**src/rtl/dmem_pkg.sv**
```systemverilog
// Shared types for the data-memory arbiter: FSM states, requester id,
// the registered command record and the address range helper.
package dmem_pkg;

  localparam int MEM_DEPTH_DEFAULT = 6501;
  localparam int ADDR_W            = 32;
  localparam int DATA_W            = 32;

  typedef enum logic [1:0] {
    IDLE   = 2'd0,
    ACCESS = 2'd1,
    RESP   = 2'd2
  } state_t;

  // 0 = pipeline MEM stage, 1 = loader/debug port
  typedef logic req_id_t;

  typedef struct packed {
    req_id_t             id;
    logic                write;
    logic [ADDR_W-1:0]   addr;
    logic [DATA_W-1:0]   wdata;
  } cmd_t;

  // True when the word address falls inside the memory.
  function automatic logic addr_in_range(input logic [ADDR_W-1:0] addr,
                                         input logic [ADDR_W-1:0] depth);
    return addr < depth;
  endfunction

endpackage

```
**src/rtl/dmem_arbiter_rr_arb2.sv**
```systemverilog
// Two-way round-robin picker. The pointer names the requester preferred
// when both are valid; after every grant it moves to the other one.
module rr_arb2
  import dmem_pkg::*;
(
  input  logic       clk,
  input  logic       rst,
  input  logic       en,
  input  logic [1:0] valid,
  output logic       gnt_vld,
  output req_id_t    gnt_id
);

  req_id_t ptr_q;

  // Pick the sole valid requester, or the pointer's choice under contention.
  always_comb begin
    gnt_id  = 1'b0;
    gnt_vld = en && (valid != 2'b00);
    if (valid == 2'b11) gnt_id = ptr_q;
    else if (valid[1])  gnt_id = 1'b1;
    else                gnt_id = 1'b0;
  end

  // Priority pointer: hand preference to the loser of each grant.
  always_ff @(posedge clk or negedge rst) begin
    if (!rst)         ptr_q <= 1'b0;
    else if (gnt_vld) ptr_q <= ~gnt_id;
  end

endmodule

```
**src/rtl/dmem_arbiter.sv**
```systemverilog
// Arbitrates two requesters onto a single-port data memory. One command is
// in flight at a time: accept, one memory cycle, one response cycle.
module dmem_arbiter
  import dmem_pkg::*;
#(
  parameter int MEM_DEPTH = MEM_DEPTH_DEFAULT,
  parameter int CNT_W     = 16
) (
  input  logic              clk,
  input  logic              rst,
  input  logic              req0_valid,
  input  logic              req0_write,
  input  logic [31:0]       req0_addr,
  input  logic [31:0]       req0_wdata,
  output logic              req0_ready,
  output logic              req0_rvalid,
  output logic [31:0]       req0_rdata,
  output logic              req0_err,
  input  logic              req1_valid,
  input  logic              req1_write,
  input  logic [31:0]       req1_addr,
  input  logic [31:0]       req1_wdata,
  output logic              req1_ready,
  output logic              req1_rvalid,
  output logic [31:0]       req1_rdata,
  output logic              req1_err,
  output logic [31:0]       mem_address,
  output logic [31:0]       mem_write_data,
  output logic              mem_read,
  output logic              mem_write,
  input  logic [31:0]       mem_read_data,
  output logic [CNT_W-1:0]  grant_cnt0,
  output logic [CNT_W-1:0]  grant_cnt1
);

  localparam logic [ADDR_W-1:0] DEPTH_L = ADDR_W'(MEM_DEPTH);

  state_t            state_q, state_d;
  cmd_t              cmd_p0;
  logic [DATA_W-1:0] rsp_data_p1;
  logic              rsp_err_p1;
  logic              accept_en, accept, in_range;
  req_id_t           gnt_id;

  // Readiness is held off while reset is asserted so no grant leaks out.
  assign accept_en = rst && ((state_q == IDLE) || (state_q == RESP));
  assign in_range  = addr_in_range(cmd_p0.addr, DEPTH_L);

  rr_arb2 u_arb (
    .clk     (clk),
    .rst     (rst),
    .en      (accept_en),
    .valid   ({req1_valid, req0_valid}),
    .gnt_vld (accept),
    .gnt_id  (gnt_id)
  );

  // State register.
  always_ff @(posedge clk or negedge rst) begin
    if (!rst) state_q <= IDLE;
    else      state_q <= state_d;
  end

  // Next-state logic: a response cycle can chain straight into a new access.
  always_comb begin
    state_d = IDLE;
    case (state_q)
      IDLE:    state_d = accept ? ACCESS : IDLE;
      ACCESS:  state_d = RESP;
      RESP:    state_d = accept ? ACCESS : IDLE;
      default: state_d = IDLE;
    endcase
  end

  // ---- stage p0: command captured at accept ----
  always_ff @(posedge clk or negedge rst) begin
    if (!rst) begin
      cmd_p0 <= '0;
    end else if (accept) begin
      if (gnt_id) cmd_p0 <= {1'b1, req1_write, req1_addr, req1_wdata};
      else        cmd_p0 <= {1'b0, req0_write, req0_addr, req0_wdata};
    end
  end

  // ---- stage p1: memory result captured at the end of the access cycle ----
  always_ff @(posedge clk or negedge rst) begin
    if (!rst) begin
      rsp_data_p1 <= '0;
      rsp_err_p1  <= 1'b0;
    end else if (state_q == ACCESS) begin
      rsp_data_p1 <= (!cmd_p0.write && in_range) ? mem_read_data : '0;
      rsp_err_p1  <= !in_range;
    end
  end

  // Saturating per-requester grant counters.
  always_ff @(posedge clk or negedge rst) begin
    if (!rst) begin
      grant_cnt0 <= '0;
      grant_cnt1 <= '0;
    end else if (accept) begin
      if (!gnt_id && (grant_cnt0 != '1)) grant_cnt0 <= grant_cnt0 + CNT_W'(1);
      if ( gnt_id && (grant_cnt1 != '1)) grant_cnt1 <= grant_cnt1 + CNT_W'(1);
    end
  end

  // Output decode: ready from the arbiter, memory bus in ACCESS, response in RESP.
  always_comb begin
    req0_ready     = accept && !gnt_id;
    req1_ready     = accept &&  gnt_id;
    req0_rvalid    = 1'b0;
    req1_rvalid    = 1'b0;
    req0_rdata     = '0;
    req1_rdata     = '0;
    req0_err       = 1'b0;
    req1_err       = 1'b0;
    mem_address    = '0;
    mem_write_data = '0;
    mem_read       = 1'b0;
    mem_write      = 1'b0;
    case (state_q)
      ACCESS: begin
        mem_address    = cmd_p0.addr;
        mem_write_data = cmd_p0.wdata;
        mem_read       = in_range && !cmd_p0.write;
        mem_write      = in_range &&  cmd_p0.write;
      end
      RESP: begin
        if (cmd_p0.id) begin
          req1_rvalid = 1'b1;
          req1_rdata  = rsp_data_p1;
          req1_err    = rsp_err_p1;
        end else begin
          req0_rvalid = 1'b1;
          req0_rdata  = rsp_data_p1;
          req0_err    = rsp_err_p1;
        end
      end
      default: ;
    endcase
  end

endmodule

```
**config.mk**
```make
export PLATFORM = sky130hd
export DESIGN_NAME = dmem_arbiter
export DESIGN_NICKNAME = d
export VERILOG_FILES = /design/src/rtl/dmem_pkg.sv /design/src/rtl/dmem_arbiter_rr_arb2.sv /design/src/rtl/dmem_arbiter.sv
export SDC_FILE = /design/constraint.sdc
export NUM_CORES = 1
export LEC_CHECK = 0
export ABC_AREA = 0
export CORE_MARGIN = 2
export CORE_UTILIZATION = 36
export CTS_CLUSTER_SIZE = 12
export DETAILED_ROUTE_END_ITERATION = 10
export PLACE_DENSITY = 0.81
export REMOVE_ABC_BUFFERS = 1
export SLEW_MARGIN = 20
export SYNTH_ARGS = -nofsm -noshare
export SYNTH_HDL_FRONTEND = slang
export SYNTH_SLANG_ARGS = --single-unit
```
**constraint.sdc**
```tcl
create_clock -name clk -period 1.9 [get_ports clk]
set_input_delay 0.38 -clock clk [delete_from_list [all_inputs] [get_ports clk]]
set_output_delay 0.38 -clock clk [all_outputs]
set_load 0.05 [all_outputs]
```
; ---- After elaboration in Yosys (flattened, before gate mapping)
; Cells that the tools add are included.
[op_classes]
n_lt_le_gt_ge = 1
bitwise = 1
n_mux = 22
add_sub_neg = 2
n_eq_ne = 5
n_reduce_logical = 17
[op_table]
columns = op, count
row1 = 32-bit two-way mux, 7
row2 = 66-bit two-way mux, 1
row3 = "16-bit by 1-bit adder with 16-bit output, second input constant", 2
row4 = "32-bit by 13-bit < comparator with 1-bit output, second input constant", 1
row5 = "16-bit != test, second input constant", 2
row6 = 1-bit two-way mux, 13
row7 = 1-bit logical AND, 8
row8 = "2-bit == test, second input constant", 2
row9 = 2-bit case mux with 2 select lines, 1
row10 = 2-bit AND reduction, 2
row11 = 1-bit zero test, 3
row12 = "2-bit by 1-bit == test with 1-bit output, second input constant", 1
row13 = 2-bit zero test, 1
row14 = 2-bit nonzero test, 1
row15 = 2-bit OR reduction, 1
row16 = 1-bit logical OR, 1
row17 = 1-bit inverter, 1
[totals]
register_bits = 134
input_bits = 166
wordCells = 58

; ---- Depth between registers and ports, before layout
[logic_depth]
ltp_word = 6
mapped_depth = 9
depth_no_buf = 6

; ---- Cells and area by module
; Synthesis repeated with hierarchy kept, for this count alone.
[hier_totals]
cells_unflattened = 673
area_unflattened_um2 = 6790.3
[modules_own_cells]
columns = mod, cells_per_inst, seq_area_each_um2, area_each_um2, instances
row1 = dmem_arbiter, 667, 3328.2, 6735.2, 1
row2 = rr_arb2, 6, 25.0, 55.1, 1

; ---- Least setup slack after synthesis
; No wires, ideal clock.
[synth_path]
path_type = register to output
from = reg state_q[0]
to = out req0_rdata[22]
path_stages_with_launch = 4
n_path_buf = 1
arrival_time_ns = 1.928
slack_ns = -0.408
path_cell_list = dfrtp_1 -> nor3b_1 -> clkbuf_1 -> and2_1
[synth_between]
elab_chain_len = 2
[synth_rtl]
columns = element, line_no
row1 = from (decl), dmem_arbiter.sv:38  ; state_t state_q, state_d;
row2 = from (signal assigned), dmem_arbiter.sv:61  ; else state_q <= state_d;
row3 = 2-bit == test, dmem_arbiter.sv:121  ; case (state_q)
row4 = 32-bit two-way mux, dmem_arbiter.sv:121
row5 = to (decl), dmem_arbiter.sv:17  ; output logic [31:0] req0_rdata,
; No other way between the ends.

; ---- Worst setup path in the final report
[layout_path]
from = reg cmd_p0[51] (netlist name)
to = out mem_read
[layout_between]
elab_chain_len = 3
[layout_rtl]
columns = element, line_no
row1 = from (decl), dmem_arbiter.sv:39  ; cmd_t cmd_p0;
row2 = from (signal assigned), dmem_arbiter.sv:80  ; if (gnt_id) cmd_p0 <= {1'b1, req1_write, req1_addr, req1_wdata};
row3 = from (signal assigned), dmem_arbiter.sv:81  ; else cmd_p0 <= {1'b0, req0_write, req0_addr, req0_wdata};
row4 = 32-bit by 13-bit < comparator with 1-bit output, dmem_pkg.sv:28  ; return addr < depth;
row5 = 1-bit logical AND, dmem_arbiter.sv:125  ; mem_read = in_range && !cmd_p0.write;
row6 = 1-bit two-way mux, dmem_arbiter.sv:121
row7 = to (decl), dmem_arbiter.sv:29  ; output logic mem_read,
; No other way between the ends.

==> flow_metrics.tcl <==
set metrics [dict create \
    postLayoutCoreUtil 0.823 \
    status "complete, but fails checks" \
    multiInputGateArea_um2 3260 \
    synth_area_leaders "dfrtp_1, and2_1, a222oi_1" \
    ant_nets 0 \
    gp_congestion 0.904 \
    dr.max_layer_used "met4" \
    drc_errors 0 \
    synth_cells 620 \
    rows 48 \
    cts_tree "done" \
    grt_max_degree 135 \
    fin_hold_ws_ps 58.8 \
    avgViaCountPerCell 5.74 \
    finalSetupTns_ps -49610 \
    rsz0062_at_grt "yes" \
    num_vias 7519 \
    wire_per_inst_um 25.9 \
    design.die.area_um2 19000 \
    n_fill_cell 903 \
    cts-root-buf "clkbuf_16" \
    antenna_found_initial 4 \
    dp.cells 1194 \
    power.leakage_nw 6.66 \
    clkLatencyLatePin_ps 420 \
    grt_pass1_vias 7377 \
    holdBufCountCts 0 \
    grt.overflow.total 0 \
    clkSlewWorstSetupHoldPaths_ps 60 \
    die_h_um 138 \
    finalCritPeriodShare 1.26 \
    core_um2 17400 \
    cp.arrival_ps 2020 \
    synth_flop_cell "dfrtp_1" \
    worstMarginPinSlew_ps 792 \
    design_area_um2 14300 \
    drive_above_1_share 0.479 \
    max_freq_ghz 0.417 \
    vdd_drop_max_mv 0.768 \
    synth_top_area_share 0.519 \
    maxCapViolCount 0 \
    reg2reg_slack_ps -400 \
    top_level_ports 334 \
    die_w_um 138 \
    fin_crit_ps 2400 \
    critPathLaunchType "flip-flop" \
    h-tree-depth 4 \
    cts_buffers 17 \
    slew_violations 0 \
    synth_area_um2 6460 \
    synth_seq_cells 134 \
    portBuffers 333 \
    max_slew_margin 0.472 \
    totalPowerFinal_mw 11.1 \
    p_per_area_nw_per_um2 775 \
    clkSinkCount 134 \
    start_util 0.371 \
    finalWirelength_um 33900 \
    crit_start "cmd_p0[51]" \
    drt_first_pass_iters 9 \
    dp_hpwl_um 17900 \
    wl_met3_um 3380 \
    skew_ps 13.8 \
    synth-seq-area-share 0.519 \
    synth.distinct_cells 44 \
    hold_violations 0 \
    wl_met2_um 17100 \
    layout_setup_ws_ps -500 \
    synth-async-reset-ratio 1.00 \
    path_class "reg2out" \
    r2r_cells 11 \
    cp_max_fo 5 \
    drt_iter0_drc 928 \
    instances_no_fill 1309 \
    cp-end-kind "output port" \
    hold_path_class "in2async" \
    synth_top_cell_by_area "dfrtp_1" \
    worstSetupEndpoint "mem_read" \
    drt-met1-wl_um 11500 \
    rr_startpoint "cmd_p0[45]" \
    ys_warn_count 0 \
    dpl_cell_area_um2 11800 \
    r2r-end "rsp_data_p1[31]" \
    setup_viol 181 \
    avgSynthCellArea_um2 10.4 \
    violations "negative setup slack" \
    synth_edf_count 0 \
    clock_path_buffers 2 \
    regArea_um2 3350 \
    fin_nets 1234 \
    syn_to_final_growth_pct 122 \
    required_ps 1520 \
    grt_pass1_wl_um 43700 \
    grt_use_total 0.313 \
    dp_slack_ps -220 \
]
[cell usage in the layout (no fill, tap or decap), types with 3 or more instances in the layout]
| cell | count |
|---|---|
| clkdlybuf4s50_1 | 163 |
| buf_12 | 158 |
| dfrtp_1 | 133 |
| and2_4 | 132 |
| buf_4 | 84 |
| inv_1 | 71 |
| a222oi_1 | 65 |
| buf_6 | 37 |
| a22o_1 | 32 |
| clkbuf_16 | 26 |
| xor2_1 | 17 |
| nor2_1 | 14 |
| nand2_1 | 13 |
| nand3_1 | 11 |
| buf_16 | 11 |
| xnor2_1 | 9 |
| buf_8 | 8 |
| nand4_1 | 6 |
| diode_2 | 5 |
| nor3_2 | 5 |
| nor2_4 | 5 |
| a21oi_1 | 4 |
| nor4_2 | 4 |
| bufinv_16 | 4 |
| nor3_1 | 3 |
| nand3_2 | 3 |
| nor4_4 | 3 |
| nand2_2 | 3 |
| a21o_1 | 3 |
| clkinv_4 | 3 |
| clkinvlp_4 | 3 |
[worst min-delay path by stage]
stage	start	end	slack, ps	depth (start not counted)
floorplan	rst	cmd_p0[0]	80	0
global placement	cmd_p0[31]	cmd_p0[31]	470	2
detailed placement	cmd_p0[9]	cmd_p0[9]	490	2
CTS	rst	grant_cnt1[6]	130	2
global route	rst	grant_cnt1[6]	110	2
finish	rst	grant_cnt1[7]	60	2
[critical path, cell delays in order, from the launching register on]
cell	delay (ps)
dfrtp_1	430
nor4_4	350
nand2_2	150
nor4_2	260
and2_4	260
buf_12	150
[sequential cells by signal, indices dropped and copies added, names as in the netlist]
name	cells
cmd_p0	66
rsp_data_p1	32
grant_cnt0	16
grant_cnt1	16
state_q	2
rsp_err_p1	1
u_arb.ptr_q	1
[synthesized netlist by cell type, types with 2 or more instances]
cell and n:
nor2_1 20, o21a_1 2, buf_1 3, a22o_1 32
nand4_2 2, and4_1 2, a21oi_1 4, nand3_1 15
and2_1 131, nand2b_1 2, ha_1 2, inv_1 72
and3_1 3, a21o_1 3, clkbuf_1 33, a222oi_1 65
dfrtp_1 134, buf_2 8, nand4_1 6, nand2_1 18
xnor2_1 9, nor4_1 8, xor2_1 17, nor3_1 9
[cells by family after synthesis]
| group | count (synthesis) | share of synthesized area |
|---|---|---|
| AO/OA/AOI/OAI | 113 | 0.162 |
| XOR/XNOR | 26 | 0.0352 |
| adder cells (fa/ha/maj) | 2 | 0.00387 |
| buffers and inverters | 118 | 0.0707 |
| flip-flops | 134 | 0.519 |
| multiplexers | 3 | 0.00561 |
| AND/OR/NAND/NOR | 224 | 0.204 |
[power by group]
part | internal, mW | switching (mW)
Combinational | 1.91 | 1.92
Clock | 2.27 | 1.35
Sequential | 3.25 | 0.401
Total | 7.43 | 3.67
[layout make-up]
cell class | instances | share of cell area
antenna | 5 | 0.000873
timing repair buffer | 471 | 0.454
tap | 225 | 0.0197
multi-input combinational | 369 | 0.228
sequential | 134 | 0.234
inverter | 73 | 0.0195
clock buffer | 21 | 0.0321
clock inverter | 11 | 0.0121
[routing by layer]
metal,global-route usage,vias up
li1,-,3123
met1,0.340,3681
met2,0.543,567
met3,0.104,148
met4,0.157,0
met5,0,-
[timing repair]
action,4_1_cts,5_1_grt
pin swaps,84,48
gates resized for setup,189,84
setup endpoints to repair,167,252
setup buffers,30,31
hold endpoints to repair,0,0
cloned,18,14
No activity file was read; power rests on OpenSTA's default activity.
